$ cat src/rtl/spi_reg_ctrl_if.sv
// Register bus between the SPI command sequencer (master) and user register logic (slave).
// Strobes are single-cycle; read data is returned exactly one clock after bus_rd.
interface spi_reg_ctrl_if #(
  parameter int AW = 4
);
  logic [AW-1:0] bus_addr;
  logic          bus_wr;
  logic [7:0]    bus_wdata;
  logic          bus_rd;
  logic [7:0]    bus_rdata;

  modport master (
    output bus_addr, bus_wr, bus_wdata, bus_rd,
    input  bus_rdata
  );

  modport slave (
    input  bus_addr, bus_wr, bus_wdata, bus_rd,
    output bus_rdata
  );
endinterface

$ cat src/rtl/spi_reg_ctrl.sv
// Frames the spi_slaver byte stream into register reads/writes with auto-incrementing address.
// Write strobe 1 clk after a byte; txd_data reloaded 3 clks after a read byte; no backpressure.
module spi_reg_ctrl #(
  parameter int         AW       = 4,
  parameter int         NUM_REGS = 16,
  parameter logic [7:0] TXD_IDLE = 8'hC3
) (
  input  logic        clk,
  input  logic        rst,
  input  logic        cs,
  input  logic [7:0]  rxd_data,
  input  logic        rxd_flag,
  output logic [7:0]  txd_data,
  output logic        busy,
  output logic [7:0]  err_cnt,
  spi_reg_ctrl_if.master bus
);

  typedef enum logic [2:0] {
    IDLE,
    CMD,
    WR,
    RD_ISSUE,
    RD_CAP,
    RD_WAIT,
    DISCARD
  } state_t;

  localparam logic [7:0]    NUM_REGS_B = 8'(NUM_REGS);
  localparam logic [AW-1:0] LAST_ADDR  = AW'(NUM_REGS - 1);

  state_t        state_q, state_d;
  logic          cs_meta_q, cs_s_q;
  logic          flag_q;
  logic          byte_evt;
  logic [7:0]    txd_q, txd_d;
  logic [AW-1:0] addr_q, addr_d;
  logic          wr_q, wr_d;
  logic [7:0]    wdata_q, wdata_d;
  logic          rd_q, rd_d;
  logic          busy_q, busy_d;
  logic [7:0]    err_q, err_d;

  function automatic logic [AW-1:0] next_addr(input logic [AW-1:0] a);
    return (a == LAST_ADDR) ? '0 : a + AW'(1);
  endfunction

  assign byte_evt = rxd_flag & ~flag_q;

  always_comb begin
    state_d = state_q;
    txd_d   = txd_q;
    addr_d  = addr_q;
    wr_d    = 1'b0;
    wdata_d = wdata_q;
    rd_d    = 1'b0;
    err_d   = err_q;

    // Address advances the clock after a write strobe, even if the frame is closing.
    if (wr_q) begin
      addr_d = next_addr(addr_q);
    end

    if (cs_s_q) begin
      state_d = IDLE;
      txd_d   = TXD_IDLE;
    end else begin
      case (state_q)
        IDLE: state_d = CMD;
        CMD: begin
          if (byte_evt) begin
            if ({1'b0, rxd_data[6:0]} >= NUM_REGS_B) begin
              state_d = DISCARD;
              if (err_q != 8'hFF) begin
                err_d = err_q + 8'd1;
              end
            end else begin
              addr_d = AW'(rxd_data[6:0]);
              if (rxd_data[7]) begin
                state_d = RD_ISSUE;
                rd_d    = 1'b1;
              end else begin
                state_d = WR;
              end
            end
          end
        end
        WR: begin
          if (byte_evt) begin
            wr_d    = 1'b1;
            wdata_d = rxd_data;
          end
        end
        RD_ISSUE: state_d = RD_CAP;
        RD_CAP: begin
          txd_d   = bus.bus_rdata;
          state_d = RD_WAIT;
        end
        RD_WAIT: begin
          // The dummy byte of a pipelined read fetches the next register.
          if (byte_evt) begin
            addr_d  = next_addr(addr_q);
            state_d = RD_ISSUE;
            rd_d    = 1'b1;
          end
        end
        DISCARD: state_d = DISCARD;
        default: state_d = IDLE;
      endcase
    end

    busy_d = (state_d != IDLE);
  end

  always_ff @(posedge clk or negedge rst) begin
    if (!rst) begin
      cs_meta_q <= 1'b1;
      cs_s_q    <= 1'b1;
      flag_q    <= 1'b0;
      state_q   <= IDLE;
      txd_q     <= TXD_IDLE;
      addr_q    <= '0;
      wr_q      <= 1'b0;
      wdata_q   <= 8'h00;
      rd_q      <= 1'b0;
      busy_q    <= 1'b0;
      err_q     <= 8'h00;
    end else begin
      cs_meta_q <= cs;
      cs_s_q    <= cs_meta_q;
      flag_q    <= rxd_flag;
      state_q   <= state_d;
      txd_q     <= txd_d;
      addr_q    <= addr_d;
      wr_q      <= wr_d;
      wdata_q   <= wdata_d;
      rd_q      <= rd_d;
      busy_q    <= busy_d;
      err_q     <= err_d;
    end
  end

  assign txd_data      = txd_q;
  assign busy          = busy_q;
  assign err_cnt       = err_q;
  assign bus.bus_addr  = addr_q;
  assign bus.bus_wr    = wr_q;
  assign bus.bus_wdata = wdata_q;
  assign bus.bus_rd    = rd_q;

endmodule

$ cat src/flat_wrapper.sv
// flat-port wrapper written by rule: the top's interface ports become plain ports
module spi_reg_ctrl_flat 
#(
  parameter int         AW       = 4,
  parameter int         NUM_REGS = 16,
  parameter logic [7:0] TXD_IDLE = 8'hC3
)
  (clk, rst, cs, rxd_data, rxd_flag, txd_data, busy, err_cnt, bus_bus_addr, bus_bus_wr, bus_bus_wdata, bus_bus_rd, bus_bus_rdata);
  spi_reg_ctrl_if #(.AW(AW)) bus_i ();
  input  logic clk;
  input  logic rst;
  input  logic cs;
  input  logic [7:0] rxd_data;
  input  logic rxd_flag;
  output logic [7:0] txd_data;
  output logic busy;
  output logic [7:0] err_cnt;
  output wire logic [$bits(bus_i.bus_addr)-1:0] bus_bus_addr;
  output wire logic [$bits(bus_i.bus_wr)-1:0] bus_bus_wr;
  output wire logic [$bits(bus_i.bus_wdata)-1:0] bus_bus_wdata;
  output wire logic [$bits(bus_i.bus_rd)-1:0] bus_bus_rd;
  input wire logic [$bits(bus_i.bus_rdata)-1:0] bus_bus_rdata;
  assign bus_bus_addr = bus_i.bus_addr;
  assign bus_bus_wr = bus_i.bus_wr;
  assign bus_bus_wdata = bus_i.bus_wdata;
  assign bus_bus_rd = bus_i.bus_rd;
  assign bus_i.bus_rdata = bus_bus_rdata;
  spi_reg_ctrl #(.AW(AW), .NUM_REGS(NUM_REGS), .TXD_IDLE(TXD_IDLE)) u_core (.clk(clk), .rst(rst), .cs(cs), .rxd_data(rxd_data), .rxd_flag(rxd_flag), .txd_data(txd_data), .busy(busy), .err_cnt(err_cnt), .bus(bus_i));
endmodule
$ cat config.mk
export PLATFORM = sky130hd
export DESIGN_NAME = spi_reg_ctrl_flat
export DESIGN_NICKNAME = d
export VERILOG_FILES = /design/src/rtl/spi_reg_ctrl_if.sv /design/src/rtl/spi_reg_ctrl.sv /design/src/flat_wrapper.sv
export SDC_FILE = /design/constraint.sdc
export NUM_CORES = 1
export LEC_CHECK = 0
export ABC_AREA = 1
export CAP_MARGIN = 20
export CELL_PAD_IN_SITES_DETAIL_PLACEMENT = 1
export CELL_PAD_IN_SITES_GLOBAL_PLACEMENT = 1
export CORE_ASPECT_RATIO = 0.5
export CORE_MARGIN = 5
export CORE_UTILIZATION = 30
export CTS_CLUSTER_DIAMETER = 30
export DETAILED_ROUTE_END_ITERATION = 10
export PLACE_DENSITY = 0.74
export SYNTH_ARGS = -nofsm -noshare
export SYNTH_HDL_FRONTEND = slang
export SYNTH_SLANG_ARGS = --single-unit
$ cat constraint.sdc
create_clock -name clk -period 2.6 [get_ports clk]
set_clock_uncertainty 0.1 [all_clocks]
set_input_delay 0.65 -clock clk [delete_from_list [all_inputs] [get_ports clk]]
set_output_delay 0.65 -clock clk [all_outputs]
set_load 0.005 [all_outputs]
==> impl_metrics.tcl <==
set metrics [dict create \
    outcome "complete, no violations" \
    fmax_mhz 469 \
    drcViolationCount 0 \
    syn_nets 250 \
    final_cell_mix "nand2_1, clkdlybuf4s50_1, inv_1, dfrtp_1, nor2_1" \
    grt-ovfl-total 0 \
    fin_crit_sh_pct 81.9 \
    fp.dieW_um 123 \
    n_antenna_cell 0 \
    layout_setup_ws_ps 470 \
    endpoint_kind "flop" \
    vias_per_cell 4.50 \
    critPathBufInv 3 \
    io_pins 51 \
    cts_tree "built" \
    worst_pin_slew_ps 836 \
    cts_hold_buf 0 \
    rsz0062_at_grt "false" \
    first_pass_iters 4 \
    critPathArrivalTime_ps 2250 \
    power.leakage_nw 1.30 \
    layout-drive-gt1-share_pct 13.0 \
    max_slew_margin_pct 44.3 \
    slowest_stage "clkdlybuf4s50_1" \
    fin_crit_ps 2130 \
    grt_pass1_wl_um 8770 \
    critPathTopFamily "buffers and inverters" \
    postRouteAntennaNets 0 \
    totalWireLength_um 5180 \
    synth_edf_count 0 \
    tns_ps 0 \
    portBuffers 50 \
    die_y_um 66.5 \
    cp.required_ps 2720 \
    grt_pass1_vias 1819 \
    slowest_delay_ps 520 \
    num_rows 20 \
    min_path_type "reg2reg" \
    final_util_pct 43.6 \
    clkPwrFrac_pct 38.0 \
    drv_cap 0 \
    layout_commonest_cell "nand2_1" \
    p_per_area_mw_per_mm2 689 \
    synth_warnings 0 \
    fillers 748 \
    cts_buffers 5 \
    final_cell_area_mm2 0.00267 \
    fin_nets 306 \
    cts_num_sinks 37 \
    die_area_mm2 0.00817 \
    finalMaxSlewViolations 0 \
    switching_share_pct 27.0 \
    gp_congestion 0.800 \
    avgSynthCellArea_um2 8.39 \
    synthDistinctLibCells 32 \
    synth.cell_area_mm2 0.00191 \
    power_frac_seq_pct 39.4 \
    clock_latency_ps 280 \
    irDropWorstVdd_v 0.000313 \
    final_hold_viol_count 0 \
    synth-seq-area-share_pct 48.8 \
    dpl_cell_area_mm2 0.00250 \
    grt_max_degree 38 \
    p_int_w 0.00134 \
    setup_viol 0 \
    crit_chain "clkdlybuf4s50_1 > nand2_4 > inv_1 > nand4_2 > inv_1 > nand2_1 > nand2_1" \
    wl_per_cell_um 13.9 \
    htreeDepth 2 \
    ctsResizeCount 0 \
    via_count 1677 \
    syn_to_final_growth_pct 39.8 \
    start_util_pct 31.2 \
    pre_cts_ws_ps 179 \
    core_mm2 0.00613 \
    synth_async_sr_flop_share_pct 100 \
    whs_ps 257 \
    p_sw_w 0.000498 \
    antenna_found_initial 0 \
    crit_type "in2reg" \
    synth_flop_cell "dfrtp_1" \
    clockRootBuffer "clkbuf_16" \
    drtIter0Drc 61 \
    p_comb_share_pct 22.5 \
    cts_setup_buffers 0 \
    critPathMaxFanout 15 \
    clock_path_buffers 2 \
    track_usage_pct 13.7 \
    syn_inst 228 \
    worst_setup_path_start_kind "primary input" \
    ys_ff_latch 37 \
    clkSlewWorstSetupHoldPaths_ps 60 \
    dp_hpwl_um 3930 \
]
[cell usage after synthesis (2+ instances only)]
library cell,n,share of area [%]
nand2_1,71,14
dfrtp_1,31,41
inv_1,31,6.1
nor2_1,17,3.3
nand3_1,10,2.6
a21oi_1,6,1.6
dfstp_2,6,8.2
o21ai_2,6,2.7
o21ai_0,5,1.3
a22o_1,4,1.8
nand4_1,4,1.3
nor2_2,4,1.3
xor2_1,4,1.8
o21ai_1,3,0.78
a31oi_1,2,0.65
ha_1,2,1.3
inv_2,2,0.39
nand2_2,2,0.65
nor2_4,2,1.2
nor3_1,2,0.52
o31ai_1,2,0.78
xnor2_1,2,0.92
[through the flow]
| step | std cells | power [W] |
|---|---|---|
| after floorplan | 228 | 0.000924 |
| after global placement | 365 | 0.00114 |
| after detailed placement | 365 | 0.00116 |
| after CTS | 373 | 0.00186 |
| after global routing | 373 | 0.00195 |
| final | 373 | 0.00184 |
[sequential cells by signal, summed over array words and instances (netlist names)]
name / flops
u_core.err_cnt: 8
u_core.bus.bus_rd: 1
u_core.bus.bus_addr: 4
u_core.cs_s_q: 1
u_core.bus.bus_wr: 1
u_core.state_q: 3
u_core.busy: 1
u_core.txd_data: 8
u_core.bus.bus_wdata: 8
u_core.flag_q: 1
u_core.cs_meta_q: 1
[layout make-up]
type | count | area (um^2) | area share [%]
clock buffers | 7 | 143 | 5.33
clock inverters | 1 | 30.0 | 1.12
inverters | 33 | 124 | 4.63
multi-input cells | 156 | 831 | 31.1
flip-flops and latches | 37 | 933 | 34.9
well taps | 88 | 110 | 4.12
repair buffers | 51 | 503 | 18.8
[path summary, 6_finish.rpt]
| kind | from | endpoint | slack, ps | depth (start not counted) |
|---|---|---|---|---|
| max reg2reg | u_core.cs_s_q | u_core.bus.bus_wdata[7] | 920 | 5 |
| min reg2reg | u_core.cs_meta_q | u_core.cs_s_q | 260 | 0 |
| min in group asynchronous | rst | u_core.err_cnt[5] | 370 | 1 |
| min | u_core.cs_meta_q | u_core.cs_s_q | 260 | 0 |
| max in group asynchronous | rst | u_core.bus.bus_addr[3] | 1500 | 1 |
| max | rxd_flag | u_core.bus.bus_wdata[7] | 470 | 7 |
[cell families after synthesis]
| logic type | synth area share, % |
|---|---|
| AND/OR/NAND/NOR | 28.0 |
| flip-flops | 48.8 |
| buffers and inverters | 7.78 |
| AO/OA/AOI/OAI | 11.4 |
| XOR/XNOR | 2.75 |
| adder cells (fa/ha/maj) | 1.31 |
[power groups by stage]
stage                     combinational [W]  sequential (W)  clock (W)
after global routing               0.000469        0.000742   0.000744
after CTS                          0.000424        0.000729   0.000712
after floorplan                    0.000198        0.000725          0
after detailed placement           0.000419        0.000737          0
after global placement             0.000405        0.000734          0
final                              0.000415        0.000727   0.000701
[per-layer routing]
layer / GRT usage, % / vias to the layer above / routed length (um) / part of all wire [%]
met2: 23.5 / 27 / 2530 / 49
met1: 17.4 / 814 / 2460 / 47
met3: 2.54 / 5 / 146 / 2.8
met5: 0 / - / 0 / 0
met4: 4.60 / 0 / 41 / 0.79
li1: - / 831 / - / -
No activity file was read; power rests on OpenSTA's default activity.
